### src/rtl/spi_slave_sync.sv
// spi_slave_sync: SPI slave for all CPOL/CPHA modes, oversampled and fully synchronous to clk.
// Latency: rx_valid rises SYNC_STAGES+2 clk after the sck pin edge that completes a word.
// Backpressure: TX words are taken only at word boundaries (TX_FILL + tx_underrun when none is offered);
//    a word completing into full RX storage is dropped with an rx_overrun pulse.
//
// Ports:
//    clk, rst              system clock (>= 4x sck), asynchronous active-high reset
//    spi_sck/cs/mosi       raw SPI pins from the master (asynchronous to clk)
//    spi_miso, spi_miso_oe slave-out data (TX shift register MSB) and its tristate enable
//    tx_data/valid/ready   next word to transmit; tx_ready pulses in the cycle the word is taken
//    rx_data/first/valid/ready  received words; rx_first marks the first word after CS assertion
//    tx_underrun, rx_overrun    single-cycle event pulses
//    busy                  high while selected
//
// Build option: define SPIS_RXFIFO_EN to store received words in an RX_DEPTH-entry FIFO;
//    otherwise a single holding register is used and RX_DEPTH is ignored.
module spi_slave_sync #(
   parameter int                WORD_W      = 8,
   parameter int                CPOL        = 0,
   parameter int                CPHA        = 0,
   parameter int                CS_ACTIVE   = 1,
   parameter int                SYNC_STAGES = 2,
   parameter logic [WORD_W-1:0] TX_FILL     = '0,
   parameter int                RX_DEPTH    = 4
) (
   input  logic              clk,
   input  logic              rst,
   input  logic              spi_sck,
   input  logic              spi_cs,
   input  logic              spi_mosi,
   output logic              spi_miso,
   output logic              spi_miso_oe,
   input  logic [WORD_W-1:0] tx_data,
   input  logic              tx_valid,
   output logic              tx_ready,
   output logic [WORD_W-1:0] rx_data,
   output logic              rx_first,
   output logic              rx_valid,
   input  logic              rx_ready,
   output logic              tx_underrun,
   output logic              rx_overrun,
   output logic              busy
);
   localparam int            CW       = $clog2(WORD_W);
   localparam logic          SCK_IDLE = (CPOL != 0);
   localparam logic          CS_ON    = (CS_ACTIVE != 0);
   localparam logic [CW-1:0] LAST_BIT = CW'(WORD_W - 1);

   // ---------------- pin synchronisers ----------------
   // The CS chain resets to "selected" and sel_prev to 1: a CS held asserted across
   // reset never looks like a fresh assertion, so a transfer only starts after the
   // master deselects and reselects.
   logic [SYNC_STAGES-1:0] sck_sync, cs_sync, mosi_sync;

   always_ff @(posedge clk or posedge rst) begin
      if (rst) begin
         sck_sync  <= {SYNC_STAGES{SCK_IDLE}};
         cs_sync   <= {SYNC_STAGES{CS_ON}};
         mosi_sync <= '0;
      end else begin
         sck_sync  <= {sck_sync[SYNC_STAGES-2:0], spi_sck};
         cs_sync   <= {cs_sync[SYNC_STAGES-2:0], spi_cs};
         mosi_sync <= {mosi_sync[SYNC_STAGES-2:0], spi_mosi};
      end
   end

   logic sck_s, mosi_s, sel;
   assign sck_s  = sck_sync[SYNC_STAGES-1];
   assign mosi_s = mosi_sync[SYNC_STAGES-1];
   assign sel    = (cs_sync[SYNC_STAGES-1] == CS_ON);

   // ---------------- edge detection ----------------
   // Detected edges are registered; the datapath acts on them one cycle later,
   // together with the mosi value captured in the detection cycle.
   logic sck_prev, sel_prev, lead_q, trail_q, mosi_q;

   always_ff @(posedge clk or posedge rst) begin
      if (rst) begin
         sck_prev <= SCK_IDLE;
         sel_prev <= 1'b1;
         lead_q   <= 1'b0;
         trail_q  <= 1'b0;
         mosi_q   <= 1'b0;
      end else begin
         sck_prev <= sck_s;
         sel_prev <= sel;
         lead_q   <= sel && (sck_s != sck_prev) && (sck_s != SCK_IDLE);
         trail_q  <= sel && (sck_s != sck_prev) && (sck_s == SCK_IDLE);
         mosi_q   <= mosi_s;
      end
   end

   // ---------------- transfer datapath ----------------
   logic              active, first_pending, skip_shift;
   logic [CW-1:0]     bit_cnt;
   logic [WORD_W-1:0] tx_sr, rx_sr;
   logic              samp, shft, rise, complete, load;
   logic [WORD_W-1:0] tx_word, rx_word;

   assign samp     = (CPHA != 0) ? trail_q : lead_q;
   assign shft     = (CPHA != 0) ? lead_q  : trail_q;
   assign rise     = sel && !sel_prev;
   assign complete = active && sel && samp && (bit_cnt == LAST_BIT);
   assign load     = rise || complete;
   assign tx_word  = tx_valid ? tx_data : TX_FILL;
   assign rx_word  = {rx_sr[WORD_W-2:0], mosi_q};

   assign tx_ready    = load && tx_valid;
   assign tx_underrun = load && !tx_valid;

   always_ff @(posedge clk or posedge rst) begin
      if (rst) begin
         active        <= 1'b0;
         first_pending <= 1'b0;
         skip_shift    <= 1'b0;
         bit_cnt       <= '0;
         tx_sr         <= '0;
         rx_sr         <= '0;
      end else if (!sel) begin
         // Deselected: drop any partial word and the pending TX word.
         active        <= 1'b0;
         first_pending <= 1'b0;
         skip_shift    <= 1'b0;
         bit_cnt       <= '0;
         tx_sr         <= '0;
         rx_sr         <= '0;
      end else if (rise) begin
         active        <= 1'b1;
         first_pending <= 1'b1;
         bit_cnt       <= '0;
         rx_sr         <= '0;
         tx_sr         <= tx_word;
         // With CPHA=0 the master samples bit 0 before any shift edge, so the first
         // trailing edge after CS already belongs to bit 1 and must shift. With CPHA=1
         // the leading edge precedes the bit-0 sample and has to be swallowed.
         skip_shift    <= (CPHA != 0);
      end else if (active) begin
         if (samp) begin
            rx_sr <= rx_word;
            if (complete) begin
               bit_cnt       <= '0;
               first_pending <= 1'b0;
               tx_sr         <= tx_word;
               // The next shift edge still belongs to the finished word; hold the new MSB.
               skip_shift    <= 1'b1;
            end else begin
               bit_cnt <= bit_cnt + CW'(1);
            end
         end else if (shft) begin
            if (skip_shift)
               skip_shift <= 1'b0;
            else
               tx_sr <= {tx_sr[WORD_W-2:0], 1'b0};
         end
      end
   end

   assign spi_miso    = tx_sr[WORD_W-1];
   assign spi_miso_oe = active;
   assign busy        = active;

   // ---------------- RX storage ----------------
   // A pop and a push in the same cycle on full storage both succeed.
   logic full, pop, push_ok;

`ifdef SPIS_RXFIFO_EN
   localparam int AW = $clog2(RX_DEPTH);

   logic [WORD_W:0] mem [RX_DEPTH];
   logic [AW-1:0]   wr_ptr, rd_ptr;
   logic [AW:0]     count;

   assign full    = (count == (AW+1)'(RX_DEPTH));
   assign pop     = (count != '0) && rx_ready;
   assign push_ok = complete && (!full || pop);

   always_ff @(posedge clk or posedge rst) begin
      if (rst) begin
         wr_ptr <= '0;
         rd_ptr <= '0;
         count  <= '0;
         for (int i = 0; i < RX_DEPTH; i++) mem[i] <= '0;
      end else begin
         if (push_ok) begin
            mem[wr_ptr] <= {first_pending, rx_word};
            wr_ptr      <= wr_ptr + AW'(1);
         end
         if (pop) rd_ptr <= rd_ptr + AW'(1);
         if (push_ok && !pop)      count <= count + (AW+1)'(1);
         else if (!push_ok && pop) count <= count - (AW+1)'(1);
      end
   end

   assign rx_data  = mem[rd_ptr][WORD_W-1:0];
   assign rx_first = mem[rd_ptr][WORD_W];
   assign rx_valid = (count != '0);
`else
   localparam int unused_rx_depth = RX_DEPTH;

   logic [WORD_W-1:0] hold_dat;
   logic              hold_first, hold_vld;

   assign full    = hold_vld;
   assign pop     = hold_vld && rx_ready;
   assign push_ok = complete && (!full || pop);

   always_ff @(posedge clk or posedge rst) begin
      if (rst) begin
         hold_dat   <= '0;
         hold_first <= 1'b0;
         hold_vld   <= 1'b0;
      end else if (push_ok) begin
         hold_dat   <= rx_word;
         hold_first <= first_pending;
         hold_vld   <= 1'b1;
      end else if (pop) begin
         hold_vld   <= 1'b0;
      end
   end

   assign rx_data  = hold_dat;
   assign rx_first = hold_first;
   assign rx_valid = hold_vld;
`endif

   assign rx_overrun = complete && full && !pop;

endmodule

### config.mk
export PLATFORM = sky130hd
export DESIGN_NAME = spi_slave_sync
export DESIGN_NICKNAME = d
export VERILOG_FILES = /design/src/rtl/spi_slave_sync.sv
export SDC_FILE = /design/constraint.sdc
export NUM_CORES = 1
export LEC_CHECK = 0
export CAP_MARGIN = 30
export CORE_MARGIN = 1.5
export CORE_UTILIZATION = 56
export CTS_CLUSTER_DIAMETER = 60
export DETAILED_ROUTE_END_ITERATION = 8
export PLACE_DENSITY = 0.82
export SKIP_LAST_GASP = 1
export SLEW_MARGIN = 20
export SYNTH_ARGS = -nofsm -noshare
export SYNTH_HDL_FRONTEND = slang
export SYNTH_SLANG_ARGS = --single-unit
### constraint.sdc
create_clock -name clk -period 3.5 [get_ports clk]
set_clock_uncertainty 0.2 [all_clocks]
set_input_delay 0.7 -clock clk [delete_from_list [all_inputs] [get_ports clk]]
set_output_delay 0.7 -clock clk [all_outputs]
set_load 0.005 [all_outputs]
==> After elaboration in Yosys (flattened, before gate mapping) <==
Cells that the tools add are included.
{ "totals": {"regBits": 42, "input_bits": 15, "output_inout_bits": 16, "wordCells": 84} }
{ "op_classes": {"add_sub_neg": 1, "n_eq_ne": 9, "mux": 32, "n_bitwise": 1, "n_reduce_logical": 24} }
{ "op_table": {"columns": ["operator", "n"], "rows": [
  ["two-way mux 8 bit", 8],
  ["two-way mux 7 bit", 4],
  ["two-way mux 1 bit", 15],
  ["two-way mux 3 bit", 5],
  ["logical AND 1 bit", 13],
  ["inequality test 3 x 1 -> 1 bit (second input constant)", 3],
  ["AND reduction 3 bit", 2],
  ["logical NOT 1 bit", 4],
  ["inequality test 4 x 1 -> 1 bit (second input constant)", 1],
  ["inequality test 4 x 2 -> 1 bit (second input constant)", 1],
  ["inequality test 4 x 3 -> 1 bit (second input constant)", 1],
  ["AND reduction 4 bit", 1],
  ["adder 3 x 1 -> 3 bit (second input constant)", 1],
  ["== test 3 bit (second input constant)", 1],
  ["logical OR 1 bit", 2],
  ["inequality test 2 x 1 -> 1 bit (second input constant)", 1],
  ["AND reduction 2 bit", 1],
  ["nonzero test 2 bit", 1],
  ["inequality test 1 bit", 1],
  ["inverter 1 bit", 1]
]} }

==> Logic depth before layout (Yosys ltp) <==
{ "depth": {"depth_word": 8, "mapped_depth": 6, "mapped_depth_nobuf": 5} }

==> Worst setup path after synthesis <==
OpenSTA, ideal clock, no wires.
{ "synth_path": {"path_type": "register -> output", "startpoint": "register bit_cnt[0]", "endpoint": "output tx_underrun", "arrival_time_ns": 1.271, "t_required_ns": 2.600, "setup_slack_ns": 1.329, "path_stages_with_launch": 6, "path_buffers": 1, "path_cell_list": "dfrtp_1 > ha_1 > ha_1 > nand3_1 > clkbuf_1 > a211oi_1"} }
{ "synth_between": {"elab_chain_cells": 4} }
{ "synth_rtl": {"columns": ["item", "line_no", "text"], "rows": [
  ["start: declaration", "95", "logic [CW-1:0] bit_cnt;"],
  ["start signal: assignment", "147", "bit_cnt <= bit_cnt + CW'(1);"],
  ["== test 3 bit", "103", "assign complete = active && sel && samp && (bit_cnt == LAST_BIT);"],
  ["logical AND 1 bit", "103", null],
  ["logical OR 1 bit", "104", "assign load = rise || complete;"],
  ["logical AND 1 bit", "109", "assign tx_underrun = load && !tx_valid;"],
  ["end: declaration", "40", "output logic tx_underrun,"]
]} }
Every way passes these cells.

==> Worst setup path after layout <==
Ends and elaborated chain as after synthesis.

==> results.cfg <==
[power_and_ir_drop]
ir_drop_uv = 290.1
leakage_nw = 0.9654
p_per_area_mw_per_mm2 = 377.4

[timing]
layout_min_cycle_time_ps = 3227
tightest_slew_ps = 820.3
setup_tns_ps = 0
fin_ws_ps = 272.6
setup_viol = 0
final_max_slew_viol_count = 0
rsz0062_at_grt = false
period_share = 0.9221
max_freq_mhz = 309.9
slew_headroom = 0.4525
hold_violations = 0

[floorplanning]
dieArea_mm2 = 0.003581
start_util = 0.5926
io-pin-count = 31
core_mm2 = 0.003053
die_y_um = 59.84
placementRows = 20
die_width_um = 59.84

[worst_setup_path]
arrival_ps = 2330
crit_required_ps = 2600
critPathBufInv = 1
cp-start-kind = flip-flop
cpMostUsedCell = ha_1
path_max_fanout = 11
cpMaxStageDelayCell = clkdlybuf4s50_1
crit_family = buffers and inverters
path_cells = ha_1 > ha_1 > nand3_1 > a211oi_1 > clkdlybuf4s50_1
max_stage_delay_ps = 550
end_kind = primary output
crit_type = reg -> out

[synthesis]
netlist-cell-type-count = 30
ys_warn_count = 0
ys_seq_area_frac = 0.5830
syn_nets = 174
syn_avg_cell_area_um2 = 11.52
synth_cells = 157
synth_seq_cells = 42
mappedNetlistArea_mm2 = 0.001809

[drt]
drc_errors = 0
first_pass_iters = 4
via_per_inst = 5.513
vias = 1246
drt_iter0_markers = 32
postRouteAntennaNets = 0
drt_wl_total_mm = 3.288
drt-wirelength-per-cell_um = 14.55

[placement]
dp_slack_ps = 512.2
dp_hpwl_mm = 2.312
place_area_mm2 = 0.002106
gp_congestion = 0.7476
port_buffers = 30
dp_cells = 218

[cells_and_area]
final_area_mm2 = 0.002165
drive_gt1_frac = 0.1044
diodes = 0
instances_no_fill = 226
final_nets = 198
area_growth_pct = 19.64

[min_path]
holdCritPathClass = reg -> reg

[cts]
cts_max_path_buffers = 2
hold_buffers = 0
clk_latency_ps = 340
numCtsBuffers = 5
cts_tree = done
htreeDepth = 2
cts_num_sinks = 42
postCtsSetupBuffers = 0
cts-resized-gates = 0
clk_pin_slew_ps = 110
cts_root_buf = clkbuf_4

[flow_run]
cap_violations = 0

[grt]
grt_max_degree = 23
grt_pass1_vias = 1229
grt_pass1_wl_mm = 5.658
antenna_found_initial = 0
use_met1 = 0.2961
use_met3 = 0.04545
grt.overflow.total = 0
gr-usage-met2 = 0.3292
busiest_layer = met2
grt.total_usage = 0.2148

[outcome]
status = complete, no violations
==> synth_stat cells <==
master,n,area [um2]
ha_1,2,25.02
nand3_1,1,5.000
buf_6,1,11.26
nor3b_1,1,7.510
nand3b_1,1,7.510
o31ai_2,7,87.58
nor2_1,5,18.77
and3b_1,6,52.55
mux2_1,10,112.6
and3_4,1,11.26
mux2i_1,2,20.02
nand2b_1,2,12.51
inv_1,3,11.26
nor2b_1,1,6.260
nand4_1,9,56.30
a22oi_1,1,7.510
dfstp_2,3,78.83
inv_2,1,3.750
and2_1,2,12.51
clkbuf_1,4,15.01
dfrtp_1,39,975.9
buf_4,4,30.03
a211oi_1,1,7.510
a31oi_1,6,37.54
buf_1,2,7.510
nand4bb_1,1,11.26
a21oi_1,12,60.06
nand2_1,25,93.84
buf_2,3,15.01
a21o_1,1,7.510
==> logic make-up after synthesis <==
group	count (synthesis)	synth area share
mux	12	0.07331
flops	42	0.5830
fa+ha+maj	2	0.01383
buf+inv	18	0.05186
simple gates	55	0.1632
compound gates	28	0.1148
==> sequential cells by signal, summed over array words and instances, names as in the netlist <==
signal         flops
rx_data            8
tx_sr              8
rx_sr              7
bit_cnt            3
cs_sync            2
mosi_sync          2
sck_sync           2
busy               1
first_pending      1
lead_q             1
mosi_q             1
rx_first           1
rx_valid           1
sck_prev           1
sel_prev           1
shft               1
skip_shift         1
==> metal layers <==
metal	vias up	routed length (um)
met5	-	0
met4	0	47
met3	7	159
met2	37	1600
met1	610	1481
li1	592	-
==> placed cells by master (no fill, tap or decap) <==
cell type         n
nand4bb_1         1
nand2b_1          2
nand3b_1          1
clkbuf_8          1
nor2_1            5
a211oi_1          1
a21o_1            1
a31oi_1           6
inv_1             3
a21oi_1          12
nand2_1          25
nor3b_1           1
buf_12            1
clkbuf_4          5
ha_1              2
mux2i_1           2
dfrtp_1          39
nand3_1           1
and3_4            1
and2_1            2
clkbuf_1          2
dfstp_2           3
a22oi_1           1
inv_2             1
mux2_1           10
o31ai_2           7
nor2b_1           1
nand4_1           9
and3b_1           6
clkdlybuf4s50_1  30
==> layout make-up <==
type                       instances  area [um2]
timing repair buffer              31       320.3
inverter                           4       15.01
fill                             256       888.4
clock buffer                       8       58.81
tap                               44       55.05
sequential                        42        1055
multi-input combinational         97       660.6
==> per-stage QoR <==
step	total power, mW	hold slack (ps)	utilization
after detailed placement	0.5876	135.7	0.6898
after CTS	0.8254	167.7	0.7090
after floorplan	0.5574	131.2	-
after global placement	0.5833	135.6	0.6898
final	0.8169	165.7	0.7090
after global routing	0.8586	172.0	0.7090
==> worst paths after layout <==
path,end,slack (ps),from,depth (start not counted)
worst max register to register,rx_data[0],1140,bit_cnt[0],5
worst max-delay path,tx_underrun,270,bit_cnt[0],5
worst min-delay path,cs_sync[1],170,cs_sync[0],0
max in group asynchronous,first_pending,1900,rst,3
min in group asynchronous,sck_prev,620,rst,2
worst min register to register,cs_sync[1],170,cs_sync[0],0
==> power breakdown <==
part           switching (mW)  total, mW  internal, mW
Sequential             0.0119      0.511         0.499
Clock                   0.139      0.239        0.0993
Combinational          0.0341     0.0671        0.0330
Total                   0.185      0.817         0.631
No activity file was read; power rests on OpenSTA's default activity.
